===== src/rtl/pb_port_master_pkg.sv =====
`default_nettype none
// ============================================================================
//  Module   : pb_port_master_pkg
//  Purpose  : Shared types and constants for the PicoBlaze port bus master.
//  Revision : 1.0  initial release
// ============================================================================
package pb_port_master_pkg;

    typedef enum logic [2:0] {
        ST_IDLE   = 3'd0,
        ST_SETUP  = 3'd1,
        ST_STROBE = 3'd2,
        ST_HOLD   = 3'd3,
        ST_RESP   = 3'd4
    } pb_state_e;

    localparam int unsigned c_cnt_w        = 3;
    localparam logic [7:0]  c_port_id_rst  = 8'h00;
    localparam logic [7:0]  c_data_out_rst = 8'h00;

endpackage : pb_port_master_pkg
`default_nettype wire


===== src/rtl/pb_irq_catch.sv =====
`default_nettype none
// ============================================================================
//  Module   : pb_irq_catch
//  Purpose  : Synchronises the peripheral interrupt, latches its rising edge
//             and returns a one-cycle interrupt_ack when the host acknowledges.
//  Revision : 1.0  initial release
// ============================================================================
module pb_irq_catch (
    input  logic clk,
    input  logic rst,
    input  logic i_interrupt,
    input  logic i_irq_ack,
    output logic o_irq_pending,
    output logic o_interrupt_ack
);

    logic [1:0] r_sync;
    logic       r_sync_d;
    logic       r_pending;
    logic       r_ack;
    logic       w_rise;
    logic       w_ack_take;

    assign w_rise     = r_sync[1] & ~r_sync_d;
    assign w_ack_take = i_irq_ack & r_pending;

    always_ff @(posedge clk) begin
        if (rst) begin
            r_sync    <= 2'b00;
            r_sync_d  <= 1'b0;
            r_pending <= 1'b0;
            r_ack     <= 1'b0;
        end else begin
            r_sync    <= {r_sync[0], i_interrupt};
            r_sync_d  <= r_sync[1];
            // A fresh edge outranks a simultaneous acknowledge.
            r_pending <= w_rise | (r_pending & ~w_ack_take);
            r_ack     <= w_ack_take;
        end
    end

    assign o_irq_pending   = r_pending;
    assign o_interrupt_ack = r_ack;

endmodule : pb_irq_catch
`default_nettype wire


===== src/rtl/pb_port_master.sv =====
`default_nettype none
// ============================================================================
//  Module   : pb_port_master
//  Purpose  : Turns host request/response transfers into KCPSM-style
//             port_id/strobe cycles and relays the peripheral interrupt.
//  Revision : 1.0  initial release
// ============================================================================
module pb_port_master
    import pb_port_master_pkg::*;
#(
    parameter int unsigned SETUP_CYCLES = 1,
    parameter int unsigned HOLD_CYCLES  = 1
) (
    input  logic       clk,
    input  logic       reset,
    input  logic       req_valid,
    output logic       req_ready,
    input  logic       req_write,
    input  logic [7:0] req_addr,
    input  logic [7:0] req_wdata,
    output logic       rsp_valid,
    input  logic       rsp_ready,
    output logic [7:0] rsp_rdata,
    output logic [7:0] port_id,
    output logic [7:0] data_out,
    input  logic [7:0] data_in,
    output logic       write_strobe,
    output logic       read_strobe,
    input  logic       interrupt,
    output logic       irq_pending,
    input  logic       irq_ack,
    output logic       interrupt_ack
);

    localparam logic [c_cnt_w-1:0] c_setup_load = c_cnt_w'(SETUP_CYCLES - 1);
    localparam logic [c_cnt_w-1:0] c_hold_load  =
        (HOLD_CYCLES == 0) ? '0 : c_cnt_w'(HOLD_CYCLES - 1);
    localparam bit c_has_hold = (HOLD_CYCLES != 0);

    pb_state_e            r_state;
    pb_state_e            w_state_nxt;
    logic [c_cnt_w-1:0]   r_cnt;
    logic [c_cnt_w-1:0]   w_cnt_nxt;
    logic                 w_accept;
    logic                 r_write;
    logic [7:0]           r_port_id;
    logic [7:0]           r_data_out;
    logic [7:0]           r_rsp_rdata;

    always_ff @(posedge clk) begin
        if (reset) begin
            r_state     <= ST_IDLE;
            r_cnt       <= '0;
            r_write     <= 1'b0;
            r_port_id   <= c_port_id_rst;
            r_data_out  <= c_data_out_rst;
            r_rsp_rdata <= 8'h00;
        end else begin
            r_state <= w_state_nxt;
            r_cnt   <= w_cnt_nxt;
            if (w_accept) begin
                r_write     <= req_write;
                r_port_id   <= req_addr;
                r_data_out  <= req_wdata;
                r_rsp_rdata <= 8'h00;
            end
            // Read data is only guaranteed valid while read_strobe is high.
            if (r_state == ST_STROBE && !r_write) begin
                r_rsp_rdata <= data_in;
            end
        end
    end

    always_comb begin
        w_state_nxt = r_state;
        w_cnt_nxt   = r_cnt;
        w_accept    = 1'b0;
        case (r_state)
            ST_IDLE: begin
                if (req_valid) begin
                    w_accept    = 1'b1;
                    w_state_nxt = ST_SETUP;
                    w_cnt_nxt   = c_setup_load;
                end
            end
            ST_SETUP: begin
                if (r_cnt == '0) w_state_nxt = ST_STROBE;
                else             w_cnt_nxt   = r_cnt - 1'b1;
            end
            ST_STROBE: begin
                if (c_has_hold) begin
                    w_state_nxt = ST_HOLD;
                    w_cnt_nxt   = c_hold_load;
                end else begin
                    w_state_nxt = ST_RESP;
                end
            end
            ST_HOLD: begin
                if (r_cnt == '0) w_state_nxt = ST_RESP;
                else             w_cnt_nxt   = r_cnt - 1'b1;
            end
            ST_RESP: begin
                if (rsp_ready) w_state_nxt = ST_IDLE;
            end
            default: w_state_nxt = ST_IDLE;
        endcase
    end

    assign req_ready    = (r_state == ST_IDLE);
    assign rsp_valid    = (r_state == ST_RESP);
    assign rsp_rdata    = r_rsp_rdata;
    assign port_id      = r_port_id;
    assign data_out     = r_data_out;
    assign write_strobe = (r_state == ST_STROBE) &&  r_write;
    assign read_strobe  = (r_state == ST_STROBE) && !r_write;

    pb_irq_catch u_irq_catch (
        .clk             (clk),
        .rst             (reset),
        .i_interrupt     (interrupt),
        .i_irq_ack       (irq_ack),
        .o_irq_pending   (irq_pending),
        .o_interrupt_ack (interrupt_ack)
    );

endmodule : pb_port_master
`default_nettype wire

===== config.mk =====
export PLATFORM = sky130hd
export DESIGN_NAME = pb_port_master
export DESIGN_NICKNAME = d
export VERILOG_FILES = /design/src/rtl/pb_port_master_pkg.sv /design/src/rtl/pb_irq_catch.sv /design/src/rtl/pb_port_master.sv
export SDC_FILE = /design/constraint.sdc
export NUM_CORES = 1
export LEC_CHECK = 0
export CORE_UTILIZATION = 38
export CTS_CLUSTER_SIZE = 8
export DETAILED_ROUTE_END_ITERATION = 7
export HOLD_SLACK_MARGIN = 0.02
export PLACE_DENSITY = 0.75
export SLEW_MARGIN = 10
export SYNTH_ARGS = -nofsm -noshare
export SYNTH_HDL_FRONTEND = slang
export SYNTH_SLANG_ARGS = --single-unit

===== constraint.sdc =====
create_clock -name clk -period 1.4 [get_ports clk]
set_clock_uncertainty 0.05 [all_clocks]
set_input_delay 0.28 -clock clk [delete_from_list [all_inputs] [get_ports clk]]
set_output_delay 0.28 -clock clk [all_outputs]
set_load 0.02 [all_outputs]

==> impl_metrics.toml, run 1 <==
[route]
routed-via-count = 1449
via_per_inst = 4.86
ant_nets = 0
wl_mm = 4.18
drc = 0
post_drt_wl_per_cell_um = 14.0
drt_first_pass_iters = 4
dr.first_iter.drc_count = 45

[die]
start_util = 0.397
boundaryPins = 61
num_rows = 22
die-area_um2 = 4080
die_w_um = 63.9
core_area_um2 = 3660
die_h_um = 63.9

[timing]
whs_ps = 389
hold_viol_final = 0
fin_crit_ps = 1540
slew_violations = 0
setup_viol_count_final = 21
grt_setup_unrepaired = "true"
worstMarginPinSlew_ps = 246
fin_crit_sh = 1.10
postLayoutSetupSlackWorst_ps = -145
max_freq_ghz = 0.647
max_slew_margin = 0.837

[clocking]
cts_tree = "built"
insertion_delay_ps = 290
htree_levels = 2
clk_pin_slew_ps = 80
cts_root_buf = "clkbuf_8"
cts_buffers = 5
clk_path_buf_depth = 2
numClockSinks = 36

[power_and_ir_drop]
power_leakage_nw = 1.15
p_per_area_nw_per_um2 = 1130
ir_drop_v = 0.000672

[flow_run]
max_cap_violations = 0

[worst_setup_path]
crit_chain = "buf_6 > buf_8 > nor4b_4 > buf_6 > clkbuf_16 > nand2_1 > a21oi_1"
worst_path_max_delay_cell = "dfxtp_2"
cp.arrival_ps = 1720
crit_path_frequent_cell = "buf_6"
worstPathMaxFanout = 8
critPathKind = "flip-flop to flip-flop"
cp-end-kind = "flip-flop"
cp.required_ps = 1570
cp-start-kind = "flip-flop"
cpPeakStageDelay_ps = 340

[grt]
grt_pass1_wl_mm = 6.02
grt_max_degree = 21
grt_pass1_vias = 1308
grt_usage = 0.195
grt_overflow = 0
antenna_found_initial = 0

[cells_and_area]
mostFrequentLayoutCell = "dfxtp_1"
n_antenna_cell = 0
stdcell_area_um2 = 2690
final_cell_mix = "dfxtp_1 (30), clkdlybuf4s50_1 (29), dlygate4sd2_1 (26), nand2_1 (20), buf_4 (16)"
synthToLayoutAreaGrowth_pct = 84.9
drive_gt1_frac = 0.364
layout.nets = 282

[yosys]
ys_seq_area_frac = 0.495
synth_area_um2 = 1460
synth-seq-cells = 36
netlist_instances = 160
syn-num-nets = 193
synth.distinct_cells = 28
yosysWarningCount = 0
syn_area_per_cell_um2 = 9.09

[run_status]
status = "finished, violations left"
failed_checks = "setup timing"

[placement]
place_area_um2 = 2260
port_buffers = 60
hpwl_mm = 2.42
routabilityCongestion = 0.786

[min_path]
hold_path_class = "flip-flop to flip-flop"
## timing repair
item / in CTS / in global routing
gates cloned: 1 / 3
setup endpoints to repair: 48 / 32
buffers inserted: 5 / 2
gates resized for setup: 72 / 40
pin swaps: 13 / 17
hold buffers: 0 / 0
## worst max-delay path, delay by kind of cell, from the launching register on
family          cells  cell delay (ps)
compound gates      1              150
flops               1              340
simple gates        2              350
buf+inv             4              570
## through the flow
step	worst slack (ps)	std cells	total power, mW	setup TNS [ps]	util
finish	-145	298	3.04	-1290	0.735
CTS	-73.4	293	2.88	-619	0.676
global route	-202	298	3.18	-2110	0.735
floorplan	-60.4	160	1.54	-430	-
global placement	-268	279	1.91	-6970	0.616
detailed placement	-307	279	1.92	-7660	0.616
## flip-flops by register name, summed over array words and instances (netlist names), 2 cells and up
signal,cells
u_irq_catch.r_sync,2
r_cnt,3
rsp_rdata,8
r_state,3
data_out,8
port_id,8
## metal layers
metal | GRT usage | part of all wire | vias up
met1 | 0.221 | 0.41 | 672
met4 | 0.0852 | 0.016 | 0
met5 | 0 | 0 | -
met2 | 0.344 | 0.53 | 38
li1 | - | - | 731
met3 | 0.0446 | 0.043 | 8
## synth_stat cells (all sizes together)
| cell type | n | share of area |
|---|---|---|
| dfxtp | 36 | 0.50 |
| nand2 | 35 | 0.090 |
| a21oi | 20 | 0.069 |
| nand2b | 15 | 0.064 |
| buf | 9 | 0.042 |
| o2bb2ai | 8 | 0.048 |
| nor3 | 6 | 0.021 |
| nor2 | 5 | 0.013 |
| nor2b | 4 | 0.017 |
| clkbuf | 2 | 0.0052 |
| ha | 2 | 0.017 |
| inv | 2 | 0.0052 |
| mux2i | 2 | 0.014 |
| nor3b | 2 | 0.010 |
| nor4 | 2 | 0.013 |
| or4b | 2 | 0.016 |
| a211oi | 1 | 0.0086 |
| and3b | 1 | 0.0060 |
| nand3b | 1 | 0.0052 |
| nand4b | 1 | 0.0060 |
| nor4b | 1 | 0.016 |
| o31ai | 1 | 0.0052 |
| o32ai | 1 | 0.0060 |
| xnor2 | 1 | 0.0060 |
## worst paths after layout
check                              startpoint                          endpoint  slack, ps  cells past startpoint
min reg2reg  u_irq_catch.r_sync[0]$_SDFF_PP0_  u_irq_catch.r_sync[1]$_SDFF_PP0_        390                      1
max reg2reg           r_state[0]$_SDFFE_PP0P_          data_out[7]$_SDFFE_PP0P_       -140                      7
max                   r_state[0]$_SDFFE_PP0P_          data_out[7]$_SDFFE_PP0P_       -140                      7
min          u_irq_catch.r_sync[0]$_SDFF_PP0_  u_irq_catch.r_sync[1]$_SDFF_PP0_        390                      1
## area by class of cell
cell class              instances  area, µm²
clock buffers                   5       68.8
clock inverters                 3       42.5
fillers                       273        971
inverters                       2       7.51
multi-input cells             113        856
flip-flops and latches         36        733
well taps                      48       60.1
repair buffers                 91        922
## cell families (layout without fill, tap and decap cells)
family                     after synthesis  after routing  share of synthesized area
adders and majority gates                2              2                     0.0172
and+or+nand+nor                         75             77                      0.279
DFF                                     36             36                      0.495
xor gates and xnor gates                 1              1                    0.00602
muxes                                    2              2                     0.0138
AOI/OAI and AO/OA                       31             31                      0.137
buffers and inverters                   13            101                     0.0525
## report_power, final
part / internal (mW) / leakage (nW) / switching (mW)
sequential: 1.11 / 0.297 / 0.0589
clock: 0.527 / 0.0541 / 0.386
combinational: 0.511 / 0.799 / 0.450
total: 2.14 / 1.15 / 0.895
(Power assumes the default switching activity.)
==> run 2, diff against run 1 <==
- ABC_AREA: not set -> 1
==> run 2 against run 1 <==
Compared with the run above: the flow still finishes with violations (setup timing); routed wire length shrank 20%; total power up 5.9%; combinational power up 23%; fmax up 7.0%; register-to-register slack gained 290 ps; sequential power up 9%.
==> impl_metrics.toml, run 2 <==
[run_status]
status = "finished, violations left"
failed_checks = "setup timing"

[yosys]
yosysWarningCount = 0
yosys-top-cells-count = "nand2_1 (42), dfxtp_1 (36), a21oi_1 (28)"
yosysMostFrequentCell = "nand2_1"
synth_area_um2 = 1460
synth-seq-cells = 36
netlist_instances = 184
synth_flop_cell = "dfxtp_1"
yosysTopAreaCell = "dfxtp_1"
syn-num-nets = 217
synth_top_area_frac = 0.495
synth_edf_count = 0
yosys-top-cells-area = "dfxtp_1 (50%), nand2_1 (11%), a21oi_1 (9.6%), nand3_1 (8.3%), inv_1 (3.9%)"
synth.distinct_cells = 25
synthArstFlopShare = 0
ys_seq_area_frac = 0.495
syn_area_per_cell_um2 = 7.91

[timing]
grt_setup_unrepaired = "true"
finalSetupTns_ps = -43.6
worstMarginPinSlew_ps = 250
whs_ps = 368
slew_violations = 0
max_slew_margin = 0.833
max_freq_ghz = 0.693
fin_crit_ps = 1440
fin_crit_sh = 1.03
postLayoutSetupSlackWorst_ps = -43.6
setup_viol_count_final = 1
hold_viol_final = 0

[worst_setup_path]
r2r-end = "r_state[1]$_SDFFE_PP0P_"
cp.arrival_ps = 1110
reg2reg_slack_ps = 150
r2r_start = "r_state[0]$_SDFFE_PP0P_"
crit_path_end = "write_strobe"
reg2reg_depth = 8
cp.required_ps = 1070
worstPathMaxFanout = 4
cp-end-kind = "output port"
critPathLaunch = "r_state[0]$_SDFFE_PP0P_"
critPathKind = "flip-flop to output port"
cp-start-kind = "flip-flop"

[power_and_ir_drop]
p_per_area_nw_per_um2 = 1430
p_int_mw = 2.12
p_sw_mw = 1.09
power.share.switching = 0.340
sequentialPowerShare = 0.394
power_leakage_nw = 1.03
ir_drop_v = 0.000677
p_total_mw = 3.22
p_comb_frac = 0.367
clkPwrFrac = 0.239

[cells_and_area]
drive_gt1_frac = 0.167
multi_input_area_um2 = 612
stdcell_area_um2 = 2250
mostFrequentLayoutCell = "nand2_1"
register_area_um2 = 732
layout.nets = 290
nFillCells = 334
n_antenna_cell = 0
final_cell_mix = "nand2_1 (41), dfxtp_1 (33), clkdlybuf4s50_1 (30), a21oi_1 (28), dlygate4sd2_1 (26)"
synthToLayoutAreaGrowth_pct = 54.9

[grt]
antenna_found_initial = 0
grt_overflow = 0
grt_pass1_wl_mm = 5.48
grt_max_degree = 17
grt_usage = 0.176
grt_pass1_vias = 1193

[die]
die_h_um = 63.9
num_rows = 22
start_util = 0.397
die_w_um = 63.9
die-area_um2 = 4080
boundaryPins = 61
core_area_um2 = 3660

[route]
post_drt_wl_per_cell_um = 11.0
ant_nets = 0
drt_first_pass_iters = 4
drc = 0
via_per_inst = 4.52
wl_mm = 3.36
dr.first_iter.drc_count = 62
routed-via-count = 1379

[clocking]
clk_path_buf_depth = 2
cts_tree = "built"
htree_levels = 2
postCtsHoldBufs = 0
cts_root_buf = "clkbuf_8"
cts_buffers = 5
postCtsSetupRepairBufs = 0
insertion_delay_ps = 280
numClockSinks = 36
clk_pin_slew_ps = 70

[min_path]
hold_path_class = "flip-flop to flip-flop"

[placement]
pre_cts_slack_ps = -250
place_area_um2 = 2160
port_buffers = 60
routabilityCongestion = 0.890
hpwl_mm = 2.49

[flow_run]
max_cap_violations = 0
run 2: cell types whose count changed after synthesis, sizes merged, moves of 9 or more:
cell / delta
nand3: +25
inv: +16
nand2b: -15
nand2: +9
nor2: +9
run 2: final cells by class:
class | count | area share
clock buffers | 7 | 0.0428
inverters | 18 | 0.0300
multi-input cells | 121 | 0.272
flip-flops and latches | 36 | 0.325
well taps | 48 | 0.0267
repair buffers | 75 | 0.304
run 2: cell families (layout without fill, tap and decap cells):
logic type | count (synthesis) | count (layout) | synth area share
fa+ha+maj | 2 | 2 | 0.0172
xor+xnor | 1 | 1 | 0.00602
simple gates | 84 | 84 | 0.266
compound gates | 34 | 34 | 0.123
buf+inv | 27 | 100 | 0.0928
flops | 36 | 36 | 0.495
run 2: per-stage QoR:
| stage | instances | utilization |
|---|---|---|
| 6_report | 305 | 0.616 |
| 5_1_grt | 305 | 0.616 |
| 4_1_cts | 305 | 0.607 |
| 3_5_place_dp | 298 | 0.590 |
| 3_3_place_gp | 298 | 0.590 |
| 2_1_floorplan | 184 | - |
run 2: how the worst min path moves through the flow:
stage / slack, ps / depth (start not counted) / end / startpoint
3_3_place_gp: 340 / 2 / u_irq_catch.r_sync[1]$_SDFF_PP0_ / u_irq_catch.r_sync[0]$_SDFF_PP0_
5_1_grt: 390 / 2 / u_irq_catch.r_sync[1]$_SDFF_PP0_ / u_irq_catch.r_sync[0]$_SDFF_PP0_
6_report: 370 / 2 / u_irq_catch.r_sync[1]$_SDFF_PP0_ / u_irq_catch.r_sync[0]$_SDFF_PP0_
4_1_cts: 360 / 2 / u_irq_catch.r_sync[1]$_SDFF_PP0_ / u_irq_catch.r_sync[0]$_SDFF_PP0_
3_5_place_dp: 350 / 2 / u_irq_catch.r_sync[1]$_SDFF_PP0_ / u_irq_catch.r_sync[0]$_SDFF_PP0_
2_1_floorplan: 340 / 2 / u_irq_catch.r_sync[0]$_SDFF_PP0_ / interrupt
run 2: power groups by stage:
| stage | sequential [mW] | clock [mW] | combinational, mW |
|---|---|---|---|
| detailed placement | 1.28 | 0 | 1.22 |
| finish | 1.27 | 0.768 | 1.18 |
| global route | 1.29 | 0.853 | 1.31 |
| global placement | 1.27 | 0 | 1.21 |
| floorplan | 1.37 | 0 | 0.629 |
| CTS | 1.26 | 0.794 | 1.16 |
run 2: worst max-delay path, cell delays in order, from the launching register on:
cell and delay, ps:
dfxtp_4 370, nor2_4 140, nand2_2 80, nor2_2 120, buf_6 120
run 2: routing by layer:
layer | vias up | routed length, µm | global-route usage
met1 | 596 | 1560 | 0.229
li1 | 735 | - | -
met3 | 4 | 220 | 0.0518
met4 | 0 | 59 | 0.102
met5 | - | 0 | 0
met2 | 44 | 1520 | 0.254
run 2: what timing repair did:
item                       4_1_cts  5_1_grt
gates resized for setup         50       10
setup endpoints to repair       30        4
pin swaps                        0        2
